[config.mk]
export PLATFORM = sky130hd
export DESIGN_NAME = decoder_3to8_sync
export DESIGN_NICKNAME = d
export VERILOG_FILES = /design/src/rtl/decoder_3to8_sync.sv
export SDC_FILE = /design/constraint.sdc
export NUM_CORES = 1
export LEC_CHECK = 0
export ABC_AREA = 1
export ABC_CLOCK_PERIOD_IN_PS = 800
export BUFFER_PORTS_ARGS = -buffer_cell sky130_fd_sc_hd__buf_2
export CORE_AREA = 2 2 39 41
export DETAILED_ROUTE_END_ITERATION = 10
export DIE_AREA = 0 0 41 43
export GPL_TIMING_DRIVEN = 0
export PLACE_DENSITY = 0.48
export SLEW_MARGIN = 20
export SYNTH_ARGS = -nofsm -noshare
export SYNTH_HDL_FRONTEND = slang
export SYNTH_SLANG_ARGS = --single-unit
[constraint.sdc]
create_clock -name clk_i -period 0.8 [get_ports clk_i]
set_input_delay 0.08 -clock clk_i [delete_from_list [all_inputs] [get_ports clk_i]]
set_output_delay 0.08 -clock clk_i [all_outputs]
set_load 0.03 [all_outputs]
[src/rtl/decoder_3to8_sync.sv]
// -----------------------------------------------------------------------------
// decoder_3to8_sync
//
// Registered 3-to-8 line decoder with enable, driving the row-select bus of
// the 8x8 RGB LED matrix scanner. Converts a 3-bit row index into a one-hot
// row drive word.
//
// Optional feature, selected by the macro DECODER_3TO8_BLANK_EN:
//   defined   - break-before-make: every new line is preceded by BLANK_CYCLES
//               all-inactive cycles, reported on blank_o (IDLE/BLANK/DRIVE FSM)
//   undefined - pure registered decoder, BLANK_CYCLES ignored, blank_o = 0
//
// Parameters:
//   ACTIVE_HIGH  - 1: selected line = 1, others 0; 0: every bit inverted
//   BLANK_CYCLES - all-inactive cycles before a new line asserts (0..255)
//
// Ports:
//   clk_i         in   1  system clock (single clock domain)
//   rst_i         in   1  synchronous active-high reset
//   data_3bit_i   in   3  line index 0..7
//   decoder_en_i  in   1  decode enable; low forces every line inactive
//   data_8bit_o   out  8  registered line drive, bit k <-> index k
//   blank_o       out  1  high while a blanking interval is in progress
// -----------------------------------------------------------------------------
module decoder_3to8_sync #(
    parameter int ACTIVE_HIGH  = 1,
    parameter int BLANK_CYCLES = 2
) (
    input  logic       clk_i,
    input  logic       rst_i,
    input  logic [2:0] data_3bit_i,
    input  logic       decoder_en_i,
    output logic [7:0] data_8bit_o,
    output logic       blank_o
);

    localparam logic [7:0] INACTIVE_WORD = (ACTIVE_HIGH != 0) ? 8'h00 : 8'hFF;

    // An out-of-range BLANK_CYCLES elaborates this empty, clearly named
    // scope so the misconfiguration shows up in the design hierarchy.
    generate
        if (BLANK_CYCLES < 0 || BLANK_CYCLES > 255) begin : g_illegal_blank_cycles
        end
    endgenerate

    // Drive word for a given index. Unknown index values fall into the
    // default branch, which yields the inactive word in either polarity.
    function automatic logic [7:0] active_word(input logic [2:0] idx);
        logic [7:0] one_hot;
        case (idx)
            3'd0:    one_hot = 8'h01;
            3'd1:    one_hot = 8'h02;
            3'd2:    one_hot = 8'h04;
            3'd3:    one_hot = 8'h08;
            3'd4:    one_hot = 8'h10;
            3'd5:    one_hot = 8'h20;
            3'd6:    one_hot = 8'h40;
            3'd7:    one_hot = 8'h80;
            default: one_hot = 8'h00;
        endcase
        return (ACTIVE_HIGH != 0) ? one_hot : ~one_hot;
    endfunction

`ifdef DECODER_3TO8_BLANK_EN

    typedef enum logic [1:0] {
        ST_IDLE,
        ST_BLANK,
        ST_DRIVE
    } state_t;

    // Counter value on the last blanking cycle; with no blanking the BLANK
    // state is never entered, so the value is irrelevant there.
    localparam logic [7:0] BLANK_LAST = (BLANK_CYCLES > 0) ? 8'(BLANK_CYCLES - 1) : 8'd0;
    localparam bit         HAS_BLANK  = (BLANK_CYCLES > 0);

    state_t     state_reg;
    logic [7:0] cnt_reg;
    logic [2:0] idx_reg;
    logic [7:0] data_reg;
    logic       blank_reg;

    // Priority inside each state: enable low > index change > counter expiry.
    always_ff @(posedge clk_i) begin
        if (rst_i) begin
            state_reg <= ST_IDLE;
            cnt_reg   <= 8'd0;
            idx_reg   <= 3'd0;
            data_reg  <= INACTIVE_WORD;
            blank_reg <= 1'b0;
        end else begin
            case (state_reg)
                ST_IDLE: begin
                    data_reg  <= INACTIVE_WORD;
                    blank_reg <= 1'b0;
                    if (decoder_en_i) begin
                        idx_reg <= data_3bit_i;
                        cnt_reg <= 8'd0;
                        if (HAS_BLANK) begin
                            state_reg <= ST_BLANK;
                            blank_reg <= 1'b1;
                        end else begin
                            // Zero-length blank: behave exactly like the
                            // plain registered decoder.
                            state_reg <= ST_DRIVE;
                            data_reg  <= active_word(data_3bit_i);
                        end
                    end
                end

                ST_BLANK: begin
                    if (!decoder_en_i) begin
                        state_reg <= ST_IDLE;
                        data_reg  <= INACTIVE_WORD;
                        blank_reg <= 1'b0;
                    end else if (data_3bit_i != idx_reg) begin
                        // A new target restarts the full blanking interval.
                        idx_reg   <= data_3bit_i;
                        cnt_reg   <= 8'd0;
                        data_reg  <= INACTIVE_WORD;
                        blank_reg <= 1'b1;
                    end else if (cnt_reg == BLANK_LAST) begin
                        state_reg <= ST_DRIVE;
                        data_reg  <= active_word(idx_reg);
                        blank_reg <= 1'b0;
                    end else begin
                        cnt_reg   <= cnt_reg + 8'd1;
                        data_reg  <= INACTIVE_WORD;
                        blank_reg <= 1'b1;
                    end
                end

                ST_DRIVE: begin
                    if (!decoder_en_i) begin
                        state_reg <= ST_IDLE;
                        data_reg  <= INACTIVE_WORD;
                        blank_reg <= 1'b0;
                    end else if (data_3bit_i != idx_reg) begin
                        idx_reg <= data_3bit_i;
                        cnt_reg <= 8'd0;
                        if (HAS_BLANK) begin
                            // Break before make: drop the old line first.
                            state_reg <= ST_BLANK;
                            data_reg  <= INACTIVE_WORD;
                            blank_reg <= 1'b1;
                        end else begin
                            data_reg  <= active_word(data_3bit_i);
                            blank_reg <= 1'b0;
                        end
                    end
                    // Same index re-presented: hold the line untouched.
                end

                default: begin
                    state_reg <= ST_IDLE;
                    cnt_reg   <= 8'd0;
                    data_reg  <= INACTIVE_WORD;
                    blank_reg <= 1'b0;
                end
            endcase
        end
    end

    assign data_8bit_o = data_reg;
    assign blank_o     = blank_reg;

`else

    logic [7:0] data_reg;

    always_ff @(posedge clk_i) begin
        if (rst_i) begin
            data_reg <= INACTIVE_WORD;
        end else begin
            data_reg <= decoder_en_i ? active_word(data_3bit_i) : INACTIVE_WORD;
        end
    end

    assign data_8bit_o = data_reg;
    assign blank_o     = 1'b0;

`endif

endmodule

==> results of run 1 <==
## logic make-up after synthesis
family | count (synthesis)
simple gates | 14
flops | 8
buf+inv | 5
other cells | 1
## power groups by stage
stage | Clock [W] | Combinational (W) | Sequential (W)
3_5_place_dp | 0 | 0.0000713 | 0.000415
3_3_place_gp | 0 | 0.0000707 | 0.000415
6_report | 0.000294 | 0.0000782 | 0.000409
4_1_cts | 0.000307 | 0.0000750 | 0.000407
2_1_floorplan | 0 | 0.0000305 | 0.000429
5_1_grt | 0.000330 | 0.0000857 | 0.000409
## metal layers
metal | wire length [um] | vias up | track usage (%)
li1 | - | 112 | -
met1 | 190 | 83 | 6.80
met2 | 168 | 12 | 6.25
met3 | 51 | 2 | 3.14
met4 | 8 | 0 | 8.00
met5 | 0 | - | 0
## placed cells by master, fill, tap and decap left out
cell,n
conb_1,1
nand3_2,2
nor2_1,8
dfxtp_2,4
nand2_1,4
clkbuf_4,3
inv_2,1
dfxtp_1,4
buf_2,5
buf_4,1
inv_1,3
buf_6,8
## metrics by stage
step	hold slack (ns)	util, %
after floorplan	0.223	-
after global placement	0.360	24.3
after detailed placement	0.357	24.3
after CTS	0.0959	27.4
after global routing	0.0990	29.9
final	0.0981	29.9
## synth_stat cells
| cell | instances |
|---|---|
| dfxtp_1 | 8 |
| nand2_1 | 4 |
| nand3_2 | 2 |
| nor2_1 | 8 |
| inv_2 | 1 |
| conb_1 | 1 |
| buf_4 | 1 |
| inv_1 | 3 |
## final timing paths
check	startpoint	endpoint	slack (ns)	depth (start not counted)
worst min-delay path	data_3bit_i[1]	data_8bit_o[7]	0.1	3
worst max-delay path	data_8bit_o[2]	data_8bit_o[2]	0.03	1
## cell type report
cell class                      count  area (um2)
Tap cell                           16        20.0
Inverter                            4        15.0
Sequential cell                     8         165
Fill cell                         161         970
Clock buffer                        3        22.5
Multi-Input combinational cell     15        68.8
Buffer                              1        7.51
Timing Repair Buffer               13         115
## what timing repair did
action,CTS,global route
hold endpoints to repair,0,0
setup buffers,0,0
gates resized for setup,8,12
endpoints found under the setup margin,8,8
==> results.ini, run 1 <==
[critical_path]
cp-end-kind = primary output
cp_num_buf_inv = 1
cpLargestDelayFamily = flip-flops
crit_arrival_ns = 0.69
crit_chain = buf_6
path_class = flip-flop to primary output
cp-start-kind = flip-flop
crit_path_top_delay_cell = dfxtp_1
critPathMaxFanout = 1
worst_path_largest_cell_delay_ns = 0.32
crit_required_ns = 0.72

[synth]
synth_top_family_by_area = simple AND/OR/NAND/NOR gates
synth_area_per_cell_um2 = 8.98
yosys-top-cells-area = dfxtp_1 64%, nor2_1 12%, nand3_2 8.0%
ys_warn_count = 0
seq_area_frac_synth_pct = 63.7
netlist_area_um2 = 251
synth_cell_type_count = 8
ys_seq_elements = 8
synth_mux_area_share_pct = 0
yosys.area.top_type_share_pct = 63.7
synthCells = 28
synthSimpleGateAreaFrac_pct = 25.9
synth_compound_area_share_pct = 0
synth_top_area_cell = dfxtp_1
syn_nets = 34
synth-xor-area-share_pct = 0
synth_fa_ha_area_share_pct = 0

[routing]
wire_per_inst_um = 7.00
drc_errors = 0
drt-total-wl_um = 420
vias = 209
via_per_inst = 3.48
drt_iter0_markers = 1
first_pass_iters = 4
antenna_left = 0

[placement]
place_congestion = 0.669
dpl.cell_count = 57
dp_hpwl_um = 342
portBuffers = 13
pre_cts_ws_ns = 0.246
postPlaceCellArea_um2 = 337

[pwr]
power_w = 0.000781
intPower_w = 0.000609
clockPowerShare_pct = 37.6
pwr_density_cell_nw_per_um2 = 1890
leakagePower_nw = 0.202
p_seq_share_pct = 52.4
max-vdd-ir-drop_uv = 615
swShare_pct = 22.1
power_frac_comb_pct = 10.0
p_sw_w = 0.000172

[grt]
grt_overflow = 0
grt_use_total_pct = 5.94
grt_pass1_vias = 172
grt_pass1_wl_um = 634
grt_antenna_before_repair = 0
grt_max_degree = 5

[sta]
setup_ws_ns = 0.0265
drv_slew = 0
post-route-period-util_pct = 96.7
fmax_mhz = 1290
grt_setup_unrepaired = false
tns_ns = 0
hold_viol_final = 0
setup-violations-final = 0
post-route-min-period_ns = 0.773

[status]
outcome = finished clean

[cells_and_area]
final_cells = 60
area_delta_synth_final_pct = 64.7
layout-drive-gt1-share_pct = 54.5
n_antenna_cell = 0
largest_reg_flops = 8
final_net_count = 52
final_cell_area_um2 = 414

[floorplanning]
coreArea_um2 = 1380
die_w_um = 41
start_util_pct = 18.2
die_h_um = 43
ios = 15
rows = 14
dieArea_um2 = 1760

[cts]
cts_sinks = 8
cts-root-buf = clkbuf_4
cts_buffers = 3
clk_pin_slew_ns = 0.05
cts-htree-levels = 1
holdBufCountCts = 0
cts_tree = built
cts_buffer_depth = 2

[job]
max-cap-violations = 0

[min_path]
hold_path_class = input pin to flip-flop

Power figures use the tool's default switching activity.
==> run 2, diff against run 1 <==
Settings changed: ABC_CLOCK_PERIOD_IN_PS 800 to 900, CTS_CLUSTER_SIZE set to 28.
Clock period 0.8 ns to 0.9 ns, I/O delays scaled along.
==> results.ini, run 2 (same netlist as run 1, synthesis figures left out) <==
[grt]
grt_antenna_before_repair = 0  ; unchanged
grt_overflow = 0  ; unchanged
grt_max_degree = 5  ; unchanged
grt_pass1_wl_um = 634  ; unchanged
grt_use_total_pct = 5.94  ; unchanged
grt_pass1_vias = 172  ; unchanged

[routing]
drt-total-wl_um = 420  ; unchanged
first_pass_iters = 4  ; unchanged
drt_iter0_markers = 1  ; unchanged
wire_per_inst_um = 7.00  ; unchanged
drc_errors = 0  ; unchanged
via_per_inst = 3.47  ; was 3.48
vias = 208  ; was 209
antenna_left = 0  ; unchanged

[critical_path]
cpLargestDelayFamily = flip-flops  ; unchanged
cp-start-kind = flip-flop  ; unchanged
crit_path_top_delay_cell = dfxtp_1  ; unchanged
worst_path_largest_cell_delay_ns = 0.30  ; was 0.32 ns
crit_required_ns = 0.81  ; was 0.72 ns
cp-end-kind = primary output  ; unchanged
crit_chain = buf_2  ; was buf_6
crit_arrival_ns = 0.74  ; was 0.69 ns
path_class = flip-flop to primary output  ; unchanged
critPathMaxFanout = 1  ; unchanged
cp_num_buf_inv = 1  ; unchanged

[sta]
post-route-min-period_ns = 0.825
fmax_mhz = 1210
tns_ns = 0  ; unchanged
holdWs_ns = 0.115  ; was 0.0981 ns
grt_setup_unrepaired = false  ; unchanged
setup-violations-final = 0  ; unchanged
post-route-period-util_pct = 91.7
hold_viol_final = 0  ; unchanged
drv_slew = 0  ; unchanged
setup_ws_ns = 0.0746  ; was 0.0265 ns

[floorplanning]
dieArea_um2 = 1760  ; unchanged
die_w_um = 41  ; unchanged
coreArea_um2 = 1380  ; unchanged
start_util_pct = 18.2  ; unchanged
die_h_um = 43  ; unchanged
ios = 15  ; unchanged
rows = 14  ; unchanged

[cts]
holdBufCountCts = 0  ; unchanged
cts_buffer_depth = 2  ; unchanged
ctsResizeCount = 0  ; was 8
cts_buffers = 3  ; unchanged
post-cts-setup-buffers = 0  ; unchanged
cts_sinks = 8  ; unchanged
cts_tree = built  ; unchanged
cts-htree-levels = 1  ; unchanged
cts-root-buf = clkbuf_4  ; unchanged
clk_pin_slew_ns = 0.05  ; about the same

[pwr]
pwr_density_cell_nw_per_um2 = 1910  ; was 1890 nW/um2
leakagePower_nw = 0.195  ; was 0.202 nW
max-vdd-ir-drop_uv = 546  ; was 615 uV
power_w = 0.000686  ; was 0.000781 W

[cells_and_area]
area_delta_synth_final_pct = 42.8  ; was 64.7%
ff_latch_area_um2 = 160  ; was 165 um2
layout_common_cells = 13 x buf_2, 8 x nor2_1, 8 x dfxtp_1  ; was 8 x nor2_1, 8 x buf_6, 5 x buf_2
final_net_count = 52  ; unchanged
largest_reg_flops = 8  ; unchanged
final_common_cell = buf_2
final_cells = 60  ; unchanged
multi_input_area_um2 = 68.8  ; unchanged
n_antenna_cell = 0  ; unchanged
fillCellCount = 168  ; was 161
layout-drive-gt1-share_pct = 45.5  ; was 54.5%

[min_path]
hold_path_class = input pin to flip-flop  ; unchanged

[placement]
dp_hpwl_um = 342  ; unchanged
place_congestion = 0.669  ; unchanged
portBuffers = 13  ; unchanged
pre_cts_ws_ns = 0.336  ; was 0.246 ns
dpl.cell_count = 57  ; unchanged

[status]
outcome = finished clean  ; unchanged

[job]
max-cap-violations = 0  ; unchanged

## run 2: cell counts in the layout (fill, tap and decap cells not counted)
No cell type changed its count.
## run 2: final cells by class
class | instances | area share (%)
tap | 16 | 5.57
multi-input combinational | 15 | 19.2
sequential | 8 | 44.6
buffer | 1 | 2.09
timing repair buffer | 13 | 18.1
clock buffer | 3 | 6.27
inverter | 4 | 4.18
## run 2: report_power, final
group          switching (W)  internal (W)  leakage (nW)
clock network       0.000110      0.000152        0.0138
registers         0.00000111      0.000361        0.0648
logic              0.0000413     0.0000214         0.116
total               0.000152      0.000534         0.195
## run 2: worst paths after layout
kind / start / end / cells past startpoint
max: data_8bit_o[7] / data_8bit_o[7] / 1
min: data_3bit_i[1] / data_8bit_o[7] / 3
## run 2: per-layer routing
| layer | global-route usage (%) | routed length [um] |
|---|---|---|
| met4 | 8.00 | 11 |
| met2 | 6.25 | 162 |
| met3 | 3.14 | 58 |
| met1 | 6.80 | 187 |
| met5 | 0 | 0 |
## run 2: worst min-delay path, delay by kind of cell
family | cells | cell delay, ns
buffers and inverters | 1 | 0.11
and+or+nand+nor | 2 | 0.11
## run 2: metrics by stage
stage	util (%)	area, um2
floorplan	-	251
global placement	24.3	337
detailed placement	24.3	337
CTS	25.9	359
global route	25.9	359
finish	25.9	359
==> run 3, diff against run 2 <==
Settings changed: PLACE_DENSITY 0.48 to 0.52.
==> results.ini, run 3 (same netlist as run 1, synthesis figures left out) <==
[status]
outcome = finished clean  ; unchanged

[job]
max-cap-violations = 0  ; unchanged

[critical_path]
cpLargestDelayFamily = flip-flops  ; unchanged
crit_path_top_delay_cell = dfxtp_1  ; unchanged
crit_chain = buf_2  ; unchanged
cp-end-kind = primary output  ; unchanged
critPathMaxFanout = 1  ; unchanged
cp_num_buf_inv = 1  ; unchanged
crit_arrival_ns = 0.74  ; about the same
crit_required_ns = 0.81  ; about the same
cp-start-kind = flip-flop  ; unchanged
path_class = flip-flop to primary output  ; unchanged
worst_path_largest_cell_delay_ns = 0.31  ; was 0.30 ns

[sta]
tns_ns = 0  ; unchanged
post-route-min-period_ns = 0.830  ; was 0.825 ns
fmax_mhz = 1210  ; about the same
grt_setup_unrepaired = false  ; unchanged
hold_viol_final = 0  ; unchanged
setup-violations-final = 0  ; unchanged
setup_ws_ns = 0.0704  ; was 0.0746 ns
post-route-period-util_pct = 92.2  ; was 91.7%
drv_slew = 0  ; unchanged

[floorplanning]
dieArea_um2 = 1760  ; unchanged
start_util_pct = 18.2  ; unchanged
die_w_um = 41  ; unchanged
coreArea_um2 = 1380  ; unchanged
rows = 14  ; unchanged
die_h_um = 43  ; unchanged
ios = 15  ; unchanged

[cells_and_area]
fillCellCount = 160  ; was 168
fin_util_pct = 25.9  ; unchanged
layout_common_cells = 13 x buf_2, 8 x nor2_1, 8 x dfxtp_1  ; unchanged
area_delta_synth_final_pct = 42.8  ; unchanged
largest_reg_flops = 8  ; unchanged
n_antenna_cell = 0  ; unchanged
final_cell_area_um2 = 359  ; unchanged
final_common_cell = buf_2  ; unchanged
final_net_count = 52  ; unchanged
layout-drive-gt1-share_pct = 45.5  ; unchanged

[placement]
pre_cts_ws_ns = 0.336  ; about the same
portBuffers = 13  ; unchanged
place_congestion = 0.692  ; was 0.669
postPlaceCellArea_um2 = 337  ; unchanged
dp_hpwl_um = 344  ; was 342 um

[routing]
first_pass_iters = 3  ; was 4
drt_iter0_markers = 1  ; unchanged
wire_per_inst_um = 7.27  ; was 7.00 um
drt-total-wl_um = 436  ; was 420 um
vias = 203  ; was 208
via_per_inst = 3.38  ; was 3.47
antenna_left = 0  ; unchanged
drc_errors = 0  ; unchanged

[cts]
post-cts-setup-buffers = 0  ; unchanged
cts-htree-levels = 1  ; unchanged
holdBufCountCts = 0  ; unchanged
cts_sinks = 8  ; unchanged
cts_buffers = 3  ; unchanged
cts_buffer_depth = 2  ; unchanged
clk_pin_slew_ns = 0.05  ; about the same
cts-root-buf = clkbuf_4  ; unchanged
ctsResizeCount = 0  ; unchanged
cts_tree = built  ; unchanged

[pwr]
pwr_density_cell_nw_per_um2 = 1920  ; was 1910 nW/um2
max-vdd-ir-drop_uv = 428  ; was 546 uV
leakagePower_nw = 0.195  ; unchanged

[grt]
grt_pass1_wl_um = 648  ; was 634 um
use_met1_pct = 6.51  ; was 6.80%
grt_antenna_before_repair = 0  ; unchanged
grt_busiest_layer = met4  ; unchanged
grt_use_total_pct = 6.75  ; was 5.94%
grt_max_degree = 5  ; unchanged
grt_pass1_vias = 170  ; was 172
grt_overflow = 0  ; unchanged
grt_use_met3_pct = 6.28  ; was 3.14%
gr-usage-met2_pct = 6.25  ; unchanged

[min_path]
hold_path_class = input pin to flip-flop  ; unchanged

[run 3: cell counts in the layout (fill, tap and decap cells not counted)]
No cell type changed its count.
[run 3: final timing paths]
| check | slack (ns) | cells past startpoint | startpoint | to |
|---|---|---|---|---|
| worst max-delay path | 0.07 | 1 | data_8bit_o[1] | data_8bit_o[1] |
| worst min-delay path | 0.11 | 3 | data_3bit_i[1] | data_8bit_o[7] |
[run 3: power by group]
| part | internal (W) | switching [W] | total, W |
|---|---|---|---|
| combinational | 0.0000214 | 0.0000415 | 0.0000629 |
| sequential | 0.000361 | 0.00000112 | 0.000362 |
| clock | 0.000152 | 0.000112 | 0.000263 |
| total | 0.000534 | 0.000154 | 0.000688 |
[run 3: final cells by class]
type | instances | area, um2 | area share [%]
Buffer | 1 | 7.51 | 2.09
Clock buffer | 3 | 22.5 | 6.27
Inverter | 4 | 15.0 | 4.18
Multi-Input combinational cell | 15 | 68.8 | 19.2
Sequential cell | 8 | 160 | 44.6
Tap cell | 16 | 20.0 | 5.57
Timing Repair Buffer | 13 | 65.1 | 18.1
[run 3: through the flow]
| stage | total power [W] | hold WS (ns) | instances |
|---|---|---|---|
| floorplan | 0.000409 | 0.233 | 28 |
| global placement | 0.000432 | 0.369 | 57 |
| detailed placement | 0.000432 | 0.366 | 57 |
| CTS | 0.000704 | 0.101 | 60 |
| global route | 0.000732 | 0.111 | 60 |
| finish | 0.000688 | 0.110 | 60 |
[run 3: layer usage]
| layer | part of all wire, % | wire length, um |
|---|---|---|
| met3 | 15 | 67 |
| met4 | 2.5 | 11 |
| met5 | 0 | 0 |
| met2 | 39 | 171 |
| met1 | 42 | 185 |
